`src/rtl/dm_cache_pkg.sv`:
```
// Shared LC-3b types for the direct-mapped cache: word, write mask, line,
// tag/index/offset fields, FSM states and the CPU-write byte-mask helper.
package dm_cache_pkg;

  localparam int C_INDEX_BITS = 3;
  localparam int OFFSET_BITS  = 4;
  localparam int LINE_BYTES   = 16;
  localparam int C_TAG_BITS   = 12 - C_INDEX_BITS;

  typedef logic [15:0]               lc3b_word;
  typedef logic [1:0]                lc3b_mem_wmask;
  typedef logic [127:0]              lc3b_cache_line;
  typedef logic [C_TAG_BITS-1:0]     lc3b_c_tag;
  typedef logic [C_INDEX_BITS-1:0]   lc3b_c_index;
  typedef logic [OFFSET_BITS-1:0]    lc3b_c_offset;

  typedef enum logic [1:0] {
    IDLE,
    WRITEBACK,
    FILL
  } cache_state_e;

  // Expands a 2-bit word write mask into a 16-bit line byte mask for word 'word'.
  function automatic logic [LINE_BYTES-1:0] wordByteMask(input logic [2:0] word,
                                                         input lc3b_mem_wmask be);
    logic [LINE_BYTES-1:0] mask;
    mask = '0;
    for (int w = 0; w < 8; w++) begin
      if (3'(w) == word) begin
        mask[2*w]   = be[0];
        mask[2*w+1] = be[1];
      end
    end
    return mask;
  endfunction

endpackage

```
`src/rtl/dm_cache_array.sv`:
```
// Per-set storage for the direct-mapped cache: line data, tag, valid and dirty.
// Reads are combinational on 'index'; all writes land on the rising clock edge.
// Only valid and dirty are cleared by reset; data and tags keep stale contents.
module cache_array
  import dm_cache_pkg::*;
#(
  parameter int INDEX_BITS = C_INDEX_BITS
) (
  input  logic                        clk,
  input  logic                        rst_n,
  input  logic [INDEX_BITS-1:0]       index,
  input  logic                        loadData,
  input  logic                        loadTag,
  input  logic [LINE_BYTES-1:0]       byteMask,
  input  lc3b_cache_line              dataIn,
  input  logic [12-INDEX_BITS-1:0]    tagIn,
  input  logic                        setValid,
  input  logic                        clearValid,
  input  logic                        setDirty,
  input  logic                        clearDirty,
  output lc3b_cache_line              lineOut,
  output logic [12-INDEX_BITS-1:0]    tagOut,
  output logic                        validOut,
  output logic                        dirtyOut
);

  localparam int SETS     = 1 << INDEX_BITS;
  localparam int TAG_BITS = 12 - INDEX_BITS;

  lc3b_cache_line            data_q [SETS];
  logic [TAG_BITS-1:0]       tag_q  [SETS];
  logic [SETS-1:0]           valid_q;
  logic [SETS-1:0]           dirty_q;

  // Line data and tag writes: a fill replaces the whole line, a CPU write merges bytes.
  always_ff @(posedge clk) begin
    if (loadData) begin
      data_q[index] <= dataIn;
    end else begin
      for (int b = 0; b < LINE_BYTES; b++) begin
        if (byteMask[b]) begin
          data_q[index][8*b +: 8] <= dataIn[8*b +: 8];
        end
      end
    end
    if (loadTag) begin
      tag_q[index] <= tagIn;
    end
  end

  // Valid and dirty bits, cleared by reset so a cold cache never reports a hit.
  always_ff @(posedge clk) begin
    if (!rst_n) begin
      valid_q <= '0;
      dirty_q <= '0;
    end else begin
      if (setValid) begin
        valid_q[index] <= 1'b1;
      end else if (clearValid) begin
        valid_q[index] <= 1'b0;
      end
      if (setDirty) begin
        dirty_q[index] <= 1'b1;
      end else if (clearDirty) begin
        dirty_q[index] <= 1'b0;
      end
    end
  end

  assign lineOut  = data_q[index];
  assign tagOut   = tag_q[index];
  assign validOut = valid_q[index];
  assign dirtyOut = dirty_q[index];

endmodule

```
`src/rtl/dm_cache.sv`:
```
// Direct-mapped, write-back, write-allocate cache for the LC-3b multicycle core.
// Hits answer in the request cycle; misses write back a dirty victim, fill the
// line from physical memory, then hit. The CPU holds its request until mem_resp,
// so the FSM works directly off the live address and latches nothing.
module dm_cache
  import dm_cache_pkg::*;
#(
  parameter int INDEX_BITS = C_INDEX_BITS
) (
  input  logic           clk,
  input  logic           rst_n,
  input  logic           mem_read,
  input  logic           mem_write,
  input  lc3b_mem_wmask  mem_byte_enable,
  input  lc3b_word       mem_address,
  input  lc3b_word       mem_wdata,
  output logic           mem_resp,
  output lc3b_word       mem_rdata,
  output logic           pmem_read,
  output logic           pmem_write,
  output lc3b_word       pmem_address,
  output lc3b_cache_line pmem_wdata,
  input  lc3b_cache_line pmem_rdata,
  input  logic           pmem_resp
);

  localparam int TAG_BITS = 12 - INDEX_BITS;

  cache_state_e state_q, state_d;

  logic [TAG_BITS-1:0]    reqTag;
  logic [INDEX_BITS-1:0]  reqIndex;
  logic [2:0]             wordSel;
  logic                   unusedAddrBit;
  logic                   reqActive;
  logic                   hit;

  lc3b_cache_line         lineRd;
  logic [TAG_BITS-1:0]    tagRd;
  logic                   validRd;
  logic                   dirtyRd;

  logic                   loadData;
  logic                   loadTag;
  logic                   setValid;
  logic                   setDirty;
  logic                   clearDirty;
  logic [LINE_BYTES-1:0]  byteMask;
  lc3b_cache_line         wrData;

  assign reqTag        = mem_address[15 -: TAG_BITS];
  assign reqIndex      = mem_address[OFFSET_BITS +: INDEX_BITS];
  assign wordSel       = mem_address[3:1];
  assign unusedAddrBit = mem_address[0];
  assign reqActive     = mem_read | mem_write;
  assign hit           = validRd && (tagRd == reqTag);

  assign wrData    = loadData ? pmem_rdata : {8{mem_wdata}};
  assign mem_rdata = lineRd[{wordSel, 4'b0000} +: 16];

  cache_array #(
    .INDEX_BITS (INDEX_BITS)
  ) u_array (
    .clk        (clk),
    .rst_n      (rst_n),
    .index      (reqIndex),
    .loadData   (loadData),
    .loadTag    (loadTag),
    .byteMask   (byteMask),
    .dataIn     (wrData),
    .tagIn      (reqTag),
    .setValid   (setValid),
    .clearValid (1'b0),
    .setDirty   (setDirty),
    .clearDirty (clearDirty),
    .lineOut    (lineRd),
    .tagOut     (tagRd),
    .validOut   (validRd),
    .dirtyOut   (dirtyRd)
  );

  // FSM state register; reset abandons any miss in flight.
  always_ff @(posedge clk) begin
    if (!rst_n) begin
      state_q <= IDLE;
    end else begin
      state_q <= state_d;
    end
  end

  // Next state, hit response, array write controls and pmem handshake.
  always_comb begin
    state_d      = state_q;
    mem_resp     = 1'b0;
    pmem_read    = 1'b0;
    pmem_write   = 1'b0;
    pmem_address = '0;
    pmem_wdata   = lineRd;
    loadData     = 1'b0;
    loadTag      = 1'b0;
    setValid     = 1'b0;
    setDirty     = 1'b0;
    clearDirty   = 1'b0;
    byteMask     = '0;

    case (state_q)
      IDLE: begin
        if (reqActive) begin
          if (hit) begin
            mem_resp = 1'b1;
            if (mem_write) begin
              byteMask = wordByteMask(wordSel, mem_byte_enable);
              setDirty = 1'b1;
            end
          end else if (validRd && dirtyRd) begin
            state_d = WRITEBACK;
          end else begin
            state_d = FILL;
          end
        end
      end
      WRITEBACK: begin
        pmem_write   = 1'b1;
        pmem_address = {tagRd, reqIndex, 4'b0000};
        if (pmem_resp) begin
          clearDirty = 1'b1;
          state_d    = FILL;
        end
      end
      FILL: begin
        pmem_read    = 1'b1;
        pmem_address = {reqTag, reqIndex, 4'b0000};
        if (pmem_resp) begin
          loadData   = 1'b1;
          loadTag    = 1'b1;
          setValid   = 1'b1;
          clearDirty = 1'b1;
          state_d    = IDLE;
        end
      end
      default: begin
        state_d = IDLE;
      end
    endcase
  end

endmodule

```
`config.mk`:
```
export PLATFORM = sky130hd
export DESIGN_NAME = dm_cache
export DESIGN_NICKNAME = d
export VERILOG_FILES = /design/src/rtl/dm_cache_pkg.sv /design/src/rtl/dm_cache_array.sv /design/src/rtl/dm_cache.sv
export SDC_FILE = /design/constraint.sdc
export NUM_CORES = 1
export LEC_CHECK = 0
export BUFFER_PORTS_ARGS = -buffer_cell sky130_fd_sc_hd__buf_2
export CORE_MARGIN = 8
export CORE_UTILIZATION = 35
export CTS_BUF_LIST = sky130_fd_sc_hd__clkbuf_8
export DETAILED_ROUTE_END_ITERATION = 10
export PLACE_DENSITY_LB_ADDON = 0.1
export SLEW_MARGIN = 20
export SYNTH_ARGS = -nofsm -noshare
export SYNTH_HDL_FRONTEND = slang
export SYNTH_SLANG_ARGS = --single-unit
```
`constraint.sdc`:
```
create_clock -name clk -period 4.1 [get_ports clk]
set_clock_uncertainty 0.2 [all_clocks]
set_input_delay 0.615 -clock clk [delete_from_list [all_inputs] [get_ports clk]]
set_output_delay 0.615 -clock clk [all_outputs]
set_load 0.05 [all_outputs]
```
After elaboration in Yosys (flattened, before gate mapping)
Memory sizes are Yosys's and may differ from the RTL's.
Index checks and enable logic that the tools add are counted.

storage, ports and cells
  bits in registers = 18
  bits in writable memories = 1096
  bits of input ports = 167
  output and inout bits = 163
  memories kept = 2

memory list
  name            depth  bits a word  read ports  clocked after memory_dff  write ports  RTL line              source
  u_array.data_q  8      128          1           0                         1            dm_cache_array.sv:30  lc3b_cache_line data_q [SETS];
  u_array.tag_q   8      9            1           0                         1            dm_cache_array.sv:31  logic [TAG_BITS-1:0] tag_q [SETS];

cells by class
  order comparisons = 2
  equal/unequal tests = 14
  shifts and indexed selects = 1
  mux-type cells = 106
  bitwise gates (word level) = 21
  reductions and logical operators = 8

operators by type and width
  cell                                                                count
  two-way mux 8 bit                                                   18
  two-way mux 128 bit                                                 1
  variable part select 128 x 8 -> 16 bit                              1
  two-way mux 1 bit                                                   65
  two-way mux 16 bit                                                  4
  case mux 16 bit (2 select lines)                                    1
  two-way mux 2 bit                                                   13
  bitwise OR 1 bit                                                    17
  bitwise OR 8 bit                                                    2
  equality test 3 bit (first input constant)                          4
  equality test 9 bit                                                 1
  AND 8 bit                                                           1
  != test 2 bit (second input constant)                               4
  NOT 8 bit                                                           1
  binary-select mux 1 bit (select 3 bit)                              2
  equality test 2 x 3 -> 1 bit (first input constant)                 2
  case mux 2 bit (3 select lines)                                     1
  less-than comparator 3 x 4 -> 1 bit (second input constant)         1
  AND reduction 4 bit                                                 1
  demux 1 bit (select 3 bit)                                          1
  equality test 1 x 3 -> 1 bit (first input constant)                 1
  greater-or-equal comparator 3 x 1 -> 1 bit (second input constant)  1
  logical AND 1 bit                                                   3
  logical NOT 3 bit                                                   1
  other kinds (5)                                                     5

Depth between registers and ports, before layout
Gate-level depths: netlist of the first run.

  depth after elaboration = 10
  mapped depth = 14

Modules after synthesis
Synthesis of the first run repeated with hierarchy kept, for this count alone.

unflattened totals
  cell total of the unflattened synthesis = 2183
  area, all modules = 45488.6 um^2

by module, submodules not included
  module       times used  cells an instance  area an instance (um^2)
  cache_array  1           1856               42639.6
  dm_cache     1           327                2849.0

Worst setup path before layout of the first run
OpenSTA, ideal clock, no wires.

  path type = input port to output port
  start = in mem_address[6]
  end = out mem_rdata[8]
  arrival time = 4333 ps
  path slack = -1048 ps
  cell stages on the path = 12
  buffers on the path = 7
  cell sequence = buf_4 -> buf_4 -> buf_4 -> buf_2 -> buf_4 -> buf_4 -> buf_2 -> mux4_2 -> nor2_1 -> o21ai_0 -> a221oi_1 -> o22ai_1

on the way
  word-level cells in the longest chain between the ends = 2

ends and longest elaborated chain
  item                                    RTL line        source
  start: declaration                      dm_cache.sv:15  input lc3b_word mem_address,
  memory read (8 x 128 bit)               --
  via pmem_wdata[72]                      dm_cache.sv:22  output lc3b_cache_line pmem_wdata,
  variable part select 128 x 8 -> 16 bit  dm_cache.sv:59  assign mem_rdata = lineRd[{wordSel, 4'b0000} +: 16];
  end: declaration                        dm_cache.sv:18  output lc3b_word mem_rdata,

The timed path passes the listed nets, and every way through them passes these cells.

Worst setup path in the final report of the first run
  start = mem u_array.data_q[7][96] (netlist bit)
  end = out mem_rdata[0]

on the way
  word-level cells in the longest chain between the ends = 2

ends and longest elaborated chain
  item                                    RTL line
  start: declaration                      dm_cache_array.sv:30
  memory read (8 x 128 bit)               --
  variable part select 128 x 8 -> 16 bit  dm_cache.sv:59

No other way between the ends.

==> results.md, run 1 <==
- WP data required: 3.28 ns
- Max-cap viol count: 0
- Pwr Total: 26.0 mW
- Root buffer cell: clkbuf_8
- CTS tree: built
- Synth unique cells: 60
- Ys async rst share: 0%
- Via count: 30500
- Reg2Reg Depth: 8
- RSZ-0062 raised after global routing: true
- First-pass GRT wire length: 243 mm
- Outcome: completed
- Final period util: 99.4%
- Global route overflow: 0
- Static Leakage: 21.7 nW
- Htree depth: 4
- Clock share of power: 35.8%
- Pin count of the biggest net entering global routing: 89
- Final setup fails: 0
- Die Area: 0.142 sq mm
- DRT Pass-1 Iters: 5
- Syn avg cell area: 16.6 sq um
- DRC viols: 0
- Sequential fraction of design power: 49.4%
- Post-synth EDFFs: 1096
- Num CTS Buffers: 186
- Register area share after synthesis: 72.9%
- Crit path capture type: output port
- Post-route ant nets: 0
- Tightest Hold Check Type: input pin to flop
- Power Dens Cells: 437 mW/mm^2
- Routed WL: 178 mm
- Total GRT Usage: 24.3%
- Starting density of the core: 35.2%
- Crit path kind: flop to output port
- Worst-margin pin slew: 1.22 ns
- Clock-pin slew on the worst setup and hold paths: 0.06 ns
- Final layout net count: 3809
- Logic pwr share: 14.8%
- DR vias/cell: 5.51
- Worst slew margin: 18.8%
- Clock sink count: 1114
- Critical path launch point type: flop
- Crit path DAT: 3.26 ns
- Io pins: 330
- IO Port Bufs: 324
- 1st-iter DRT viols: 3242
- Crit-path max FO: 2
- Final Hold Fails: 0
- Synthesized flop and latch total: 1114
- Chip Width: 377 um
- Sw power: 6.99 mW
- Hold slack: 0.0899 ns
- Achievable Freq: 245 MHz
- Chip height: 377 um
- Post-Syn Instances: 2742
- CTS Buffer Depth: 3
- Yosys warnings: 0
- Share of cells above drive strength 1: 36.0%
- Worst vdd ir: 0.322 mV
- Sw Share: 26.9%
- Final max-slew violation count: 0
- Vias in the first global route: 31100
- Hold path cells: 2
- Post-detail-place hpwl: 123 mm
- Skew-Pair Late Insertion Delay: 0.90 ns
- P&R area growth vs syn: 30.6%
- Internal power: 19.0 mW
- Core area: 0.129 sq mm
- Std cell rows: 132
- Post-synthesis cell area: 0.0456 sq mm
- Top_reg_cell synth: edfxtp_1
- Drt wl/cell: 32.1 um
- Crit path time final: 4.08 ns
- Initial antenna violation count: 17
- GPL Wtd Cong: 0.833
## worst max-delay path, stage by stage (launching register included)
cell and delay [ns]:
edfxtp_1 0.35, mux2_2 0.28, a221o_1 0.29, a221o_1 0.35
mux4_2 0.58, mux2_4 0.35, buf_6 0.16
## synthesized netlist by cell type (all sizes together), types with 3 or more instances
master      n  area (sq um)
edfxtp   1096         32900
nand2     213           802
o21ai     159           796
a21o      133           998
clkbuf    123           473
mux2      117          1320
mux4      112          2550
a221oi    111           972
nor2      108           405
mux2i      90           901
buf        86           477
a22oi      80           601
a21oi      39           195
o22ai      30           188
and2       25           156
inv        23          86.3
a221o      22           220
o221ai     19           166
dfxtp      18           360
nor2b      15          93.8
nand3      13          65.1
o211ai     11          82.6
o31ai      10          75.1
o21a        9          67.6
nor3        7          40.0
a22o        6          52.6
a31oi       6          37.5
nand3b      5          37.5
o22a        5          43.8
xnor2       5          43.8
a222oi      4          40.0
nand2b      4          25.0
a211o       3          26.3
a211oi      3          22.5
a32oi       3          26.3
and3        3          18.8
ha          3          37.5
o2bb2ai     3          26.3
## repair_timing
item / in CTS / in global routing
gates resized for setup: 12 / 17
gates cloned: 0 / 0
hold buffers: 128 / 0
pin swaps: 4 / 4
endpoints found under the setup margin: 7 / 10
buffers inserted: 3 / 4
endpoints found under the hold margin: 985 / 0
## metrics by stage
| step | utilization [%] | setup WS [ns] | std cells | area, sq um | setup TNS, ns |
|---|---|---|---|---|---|
| after CTS | 45.9 | -0.0441 | 5531 | 59500 | -0.0441 |
| after floorplan | - | -0.0545 | 2745 | 46100 | -0.0700 |
| after global routing | 46.0 | -0.0589 | 5536 | 59600 | -0.106 |
| after detailed placement | 42.2 | -0.0544 | 5058 | 54600 | -1.42 |
| after global placement | 42.2 | -0.171 | 5058 | 54600 | -7.74 |
| final | 46.0 | 0.0244 | 5536 | 59600 | 0 |
## metal layers
metal,GRT usage (%),routed length (um)
met1,33.4,75300
met2,38.9,82900
met3,5.00,14200
met4,7.35,5230
met5,0,13
## layout by cell type, fill, tap and decap left out, drive strengths merged, types with 18 or more instances in the layout
| master | count |
|---|---|
| a21o | 133 |
| a21oi | 39 |
| a221o | 22 |
| a221oi | 111 |
| a22oi | 80 |
| and2 | 25 |
| buf | 787 |
| clkbuf | 194 |
| clkinv | 68 |
| dfxtp | 18 |
| dlygate4sd3 | 128 |
| edfxtp | 1096 |
| inv | 90 |
| mux2 | 117 |
| mux2i | 90 |
| mux4 | 112 |
| nand2 | 213 |
| nor2 | 108 |
| o21ai | 159 |
| o221ai | 19 |
| o22ai | 30 |
## power by group through the flow
stage                     clock network, mW  registers [mW]  logic [mW]
after detailed placement                  0            13.1        3.71
after floorplan                           0            13.1        1.76
final                                  9.31            12.9        3.85
after global placement                    0            13.1        3.67
after CTS                              9.49            12.9        3.83
after global routing                   9.96            12.9        3.99
## kinds of logic (layout without fill, tap and decap cells)
group           count (synthesis)  count (layout)  share of synthesized area (%)
xor+xnor                        7               7                          0.134
buf+inv                       232            1280                           2.27
flops                        1114            1114                           72.9
compound gates                667             667                           10.4
fa+ha+maj                       3               3                         0.0823
simple gates                  399             399                           3.77
other cells                     1               5                        0.00822
mux                           319             319                           10.4
## cell type report
cell class	count	area [sq um]
flip-flops and latches	1114	33300
clock buffers	194	2670
inverters	23	91.3
well taps	1742	2180
diodes	1	2.50
repair buffers	915	8620
clock inverters	148	821
fillers	11500	69900
multi-input cells	1399	11900
## worst paths after layout
path | startpoint | to | slack, ns
max reg2reg | state_q[0] | u_array.data_q[3][87] | 0.59
min reg2reg | u_array.valid_q[0] | u_array.valid_q[0] | 0.27
max | u_array.data_q[7][96] | mem_rdata[0] | 0.02
min | pmem_rdata[111] | u_array.data_q[0][111] | 0.09
## registers in the layout (all words and copies together), names as in the netlist, named ones only
name	flops
u_array.data_q	1024
u_array.tag_q	72
u_array.valid_q	8
state_q	2
Power figures use the tool's default switching activity.
==> inputs of run 2 (changes only) <==
--- a/config.mk
+++ b/config.mk
@@ -5,11 +5,13 @@
 export SDC_FILE = /design/constraint.sdc
 export NUM_CORES = 1
 export LEC_CHECK = 0
+export ABC_AREA = 1
 export BUFFER_PORTS_ARGS = -buffer_cell sky130_fd_sc_hd__buf_2
 export CORE_MARGIN = 8
 export CORE_UTILIZATION = 35
 export CTS_BUF_LIST = sky130_fd_sc_hd__clkbuf_8
 export DETAILED_ROUTE_END_ITERATION = 10
+export MAX_ROUTING_LAYER = met4
 export PLACE_DENSITY_LB_ADDON = 0.1
 export SLEW_MARGIN = 20
 export SYNTH_ARGS = -nofsm -noshare
==> run 2 against run 1 <==
  * Sequential share of layout area up 3.0 points
  * Critical path depth up 7
  * First-iteration DRC count down 3.4%
  * Global-route usage down 0.25 points
  * Wire length down 6.9%
  * Clock power down 4.2%
==> results.md, run 2 <==
- Outcome: completed
- Post-detail-place hpwl: 114 mm
- Io pins: 330
- Skew-Pair Late Insertion Delay: 0.85 ns
- Commonest non-fill, non-tap cell in the layout: nand2_1
- CP peak stage delay: 0.36 ns
- P&R area growth vs syn: 28.0%
- Htree depth: 4
- RSZ-0062 raised after global routing: false
- Area leader, netlist: edfxtp_1
- Register area share after synthesis: 75.3%
- Post-synth EDFFs: 1096
- Post-synthesis cell area: 0.0442 sq mm
- Synth Area in XOR/XNOR: 0%
- Vias in the first global route: 30100
- Share of cells above drive strength 1: 24.5%
- Ys async rst share: 0%
- Tightest Hold Check Type: input pin to flop
- Sw power: 7.36 mW
- CTS Buffer Depth: 3
- Final Hold Fails: 0
- Synth Area in Adders: 0.0850%
- Synthesized flop and latch total: 1114
- Critical path launch point type: input pin
- Achievable Freq: 246 MHz
- Sw Share: 28.2%
- Commonest cells post-synth: nand2_1 (1152), edfxtp_1 (1096), a21oi_1 (159), a22oi_1 (139), clkbuf_1 (119)
- Crit path DAT: 3.26 ns
- DR vias/cell: 5.17
- DRT Pass-1 Iters: 7
- Via count: 31300
- Internal power: 18.7 mW
- Top cell type's share of synthesized area: 74.5%
- Max-cap viol count: 0
- Top_reg_cell synth: edfxtp_1
- Largest family of logic cells by synthesized area: simple AND/OR/NAND/NOR gates
- Chip height: 371 um
- Clock-pin slew on the worst setup and hold paths: 0.06 ns
- Crit path capture type: output port
- Root buffer cell: clkbuf_8
- Pwr Total: 26.1 mW
- Critical path, cell by cell: buf_2 > clkinv_2 > buf_4 > nor2_4 > buf_12 > buf_4 > a22oi_1 > nand4_1 > nand2_1 > nand3_1 > nor2_1 > nor2_1 > buf_2
- Commonest non-fill, non-tap cells in the layout: nand2_1 (1146), edfxtp_1 (1096), buf_4 (395)
- Global route overflow: 0
- Mux cell area share after synthesis: 0%
- Compound-Gate Fraction of Synth Area: 7.72%
- Main area contributors after synthesis: edfxtp_1 (74%), nand2_1 (9.8%), a22oi_1 (2.4%)
- WP buf/inv: 6
- IO Port Bufs: 324
- CTS tree: built
- Total GRT Usage: 24.0%
- Initial antenna violation count: 10
- Max reg flops: 1024
- 1st-iter DRT viols: 3131
- Chip Width: 371 um
- Worst vdd ir: 0.298 mV
- Hold slack: 0.0670 ns
- Largest Register: u_array.data_q
- Total Neg Setup Slack: 0 ns
- First-pass GRT wire length: 229 mm
- Total placed instance area: 0.0526 sq mm
- Most frequent cell after synthesis: nand2_1
- Post-route ant nets: 0
- Slowest cell on the critical path: nor2_1
- DRC viols: 0
- Yosys warnings: 0
- Final max-slew violation count: 0
- Final setup fails: 0
- Top delay family on crit path: buffers and inverters
- Clock sink count: 1114
- Fin area: 0.0566 sq mm
- Synth unique cells: 37
- Post-Syn Instances: 3403
- WP data required: 3.28 ns
- Crit path time final: 4.07 ns
- Static Leakage: 21.1 nW
- Final period util: 99.3%
- Top Registers: u_array.data_q: 1024 flops, u_array.tag_q: 72 flops, u_array.valid_q: 8 flops
- Power Dens Cells: 461 mW/mm^2
- Routed WL: 165 mm
- Starting density of the core: 35.2%
- Syn avg cell area: 13.0 sq um
- Num CTS Buffers: 185
- Clock share of power: 34.2%
- Drt wl/cell: 27.4 um
- Die Area: 0.138 sq mm
- Core area: 0.125 sq mm
- Worst slew margin: 37.9%
- Final layout net count: 4414
- Crit path kind: input pin to output port
- Worst-margin pin slew: 0.931 ns
- # fillers: 11600
- Synth Area in Simple Gates: 14.1%
- Logic pwr share: 15.5%
- Sequential fraction of design power: 50.4%
- GPL Wtd Cong: 0.839
- Pin count of the biggest net entering global routing: 134
- Crit-path max FO: 25
- Std cell rows: 130
-- run 2: changes by cell type in the layout (fill, tap and decap cells not counted), sizes merged, moves of 112 or more --
cell | previous run | this run
nand2 | 213 | 1152
a21oi | 39 | 183
o21ai | 159 | 24
a21o | 133 | 1
mux2 | 117 | 0
nand4 | 0 | 116
mux4 | 112 | 0
-- run 2: area by class of cell --
type | count | area (sq um) | area share [%]
diodes | 4 | 10.0 | 0.0177
clock buffers | 193 | 2660 | 4.70
clock inverters | 139 | 669 | 1.18
inverters | 108 | 422 | 0.745
multi-input cells | 1993 | 9800 | 17.3
flip-flops and latches | 1114 | 33300 | 58.8
well taps | 1650 | 2060 | 3.65
repair buffers | 842 | 7680 | 13.6
-- run 2: worst paths after layout --
kind                            to               start  slack (ns)  cells past startpoint
max                  mem_rdata[14]      mem_address[4]        0.03                     13
min          u_array.data_q[1][66]      pmem_rdata[66]        0.07                      3
max reg2reg  u_array.data_q[7][75]          state_q[0]        0.78                      6
min reg2reg     u_array.valid_q[1]  u_array.valid_q[1]        0.27                      1
-- run 2: cell families after synthesis --
family | count (synthesis)
other | 1
DFF | 1114
buffers and inverters | 299
and+or+nand+nor | 1497
adders and majority gates | 3
AOI/OAI and AO/OA | 489
-- run 2: per-stage QoR --
step	instances	worst slack (ns)	utilization [%]
floorplan	3406	0.0722	-
global placement	5641	0.0362	41.9
detailed placement	5641	0.0850	41.9
CTS	6037	0.0742	45.1
global route	6042	0.00163	45.1
finish	6043	0.0277	45.1
-- run 2: worst min-delay path, delay by kind of cell --
kind	cells	cell delay [ns]
buffers and inverters	1	0.08
and+or+nand+nor	2	0.27
-- run 2: metal layers --
layer / track usage [%] / routed length (um)
met1: 33.4 / 74100
met2: 36.9 / 76100
met3: 4.22 / 11700
met4: 5.73 / 3410
met5: - / 0
-- run 2: what timing repair did --
action                                  in CTS  in global routing
hold endpoints to repair                   504                  0
endpoints found under the setup margin       0                  4
resized for setup                            0                  3
hold buffers                                64                  0
setup buffers                                0                  2
-- run 2: power groups by stage --
stage / Clock, mW / Sequential, mW / Combinational (mW)
global route: 9.58 / 13.1 / 4.24
finish: 8.92 / 13.1 / 4.04
floorplan: 0 / 13.4 / 1.80
detailed placement: 0 / 13.4 / 3.99
global placement: 0 / 13.4 / 3.98
CTS: 9.13 / 13.1 / 4.05
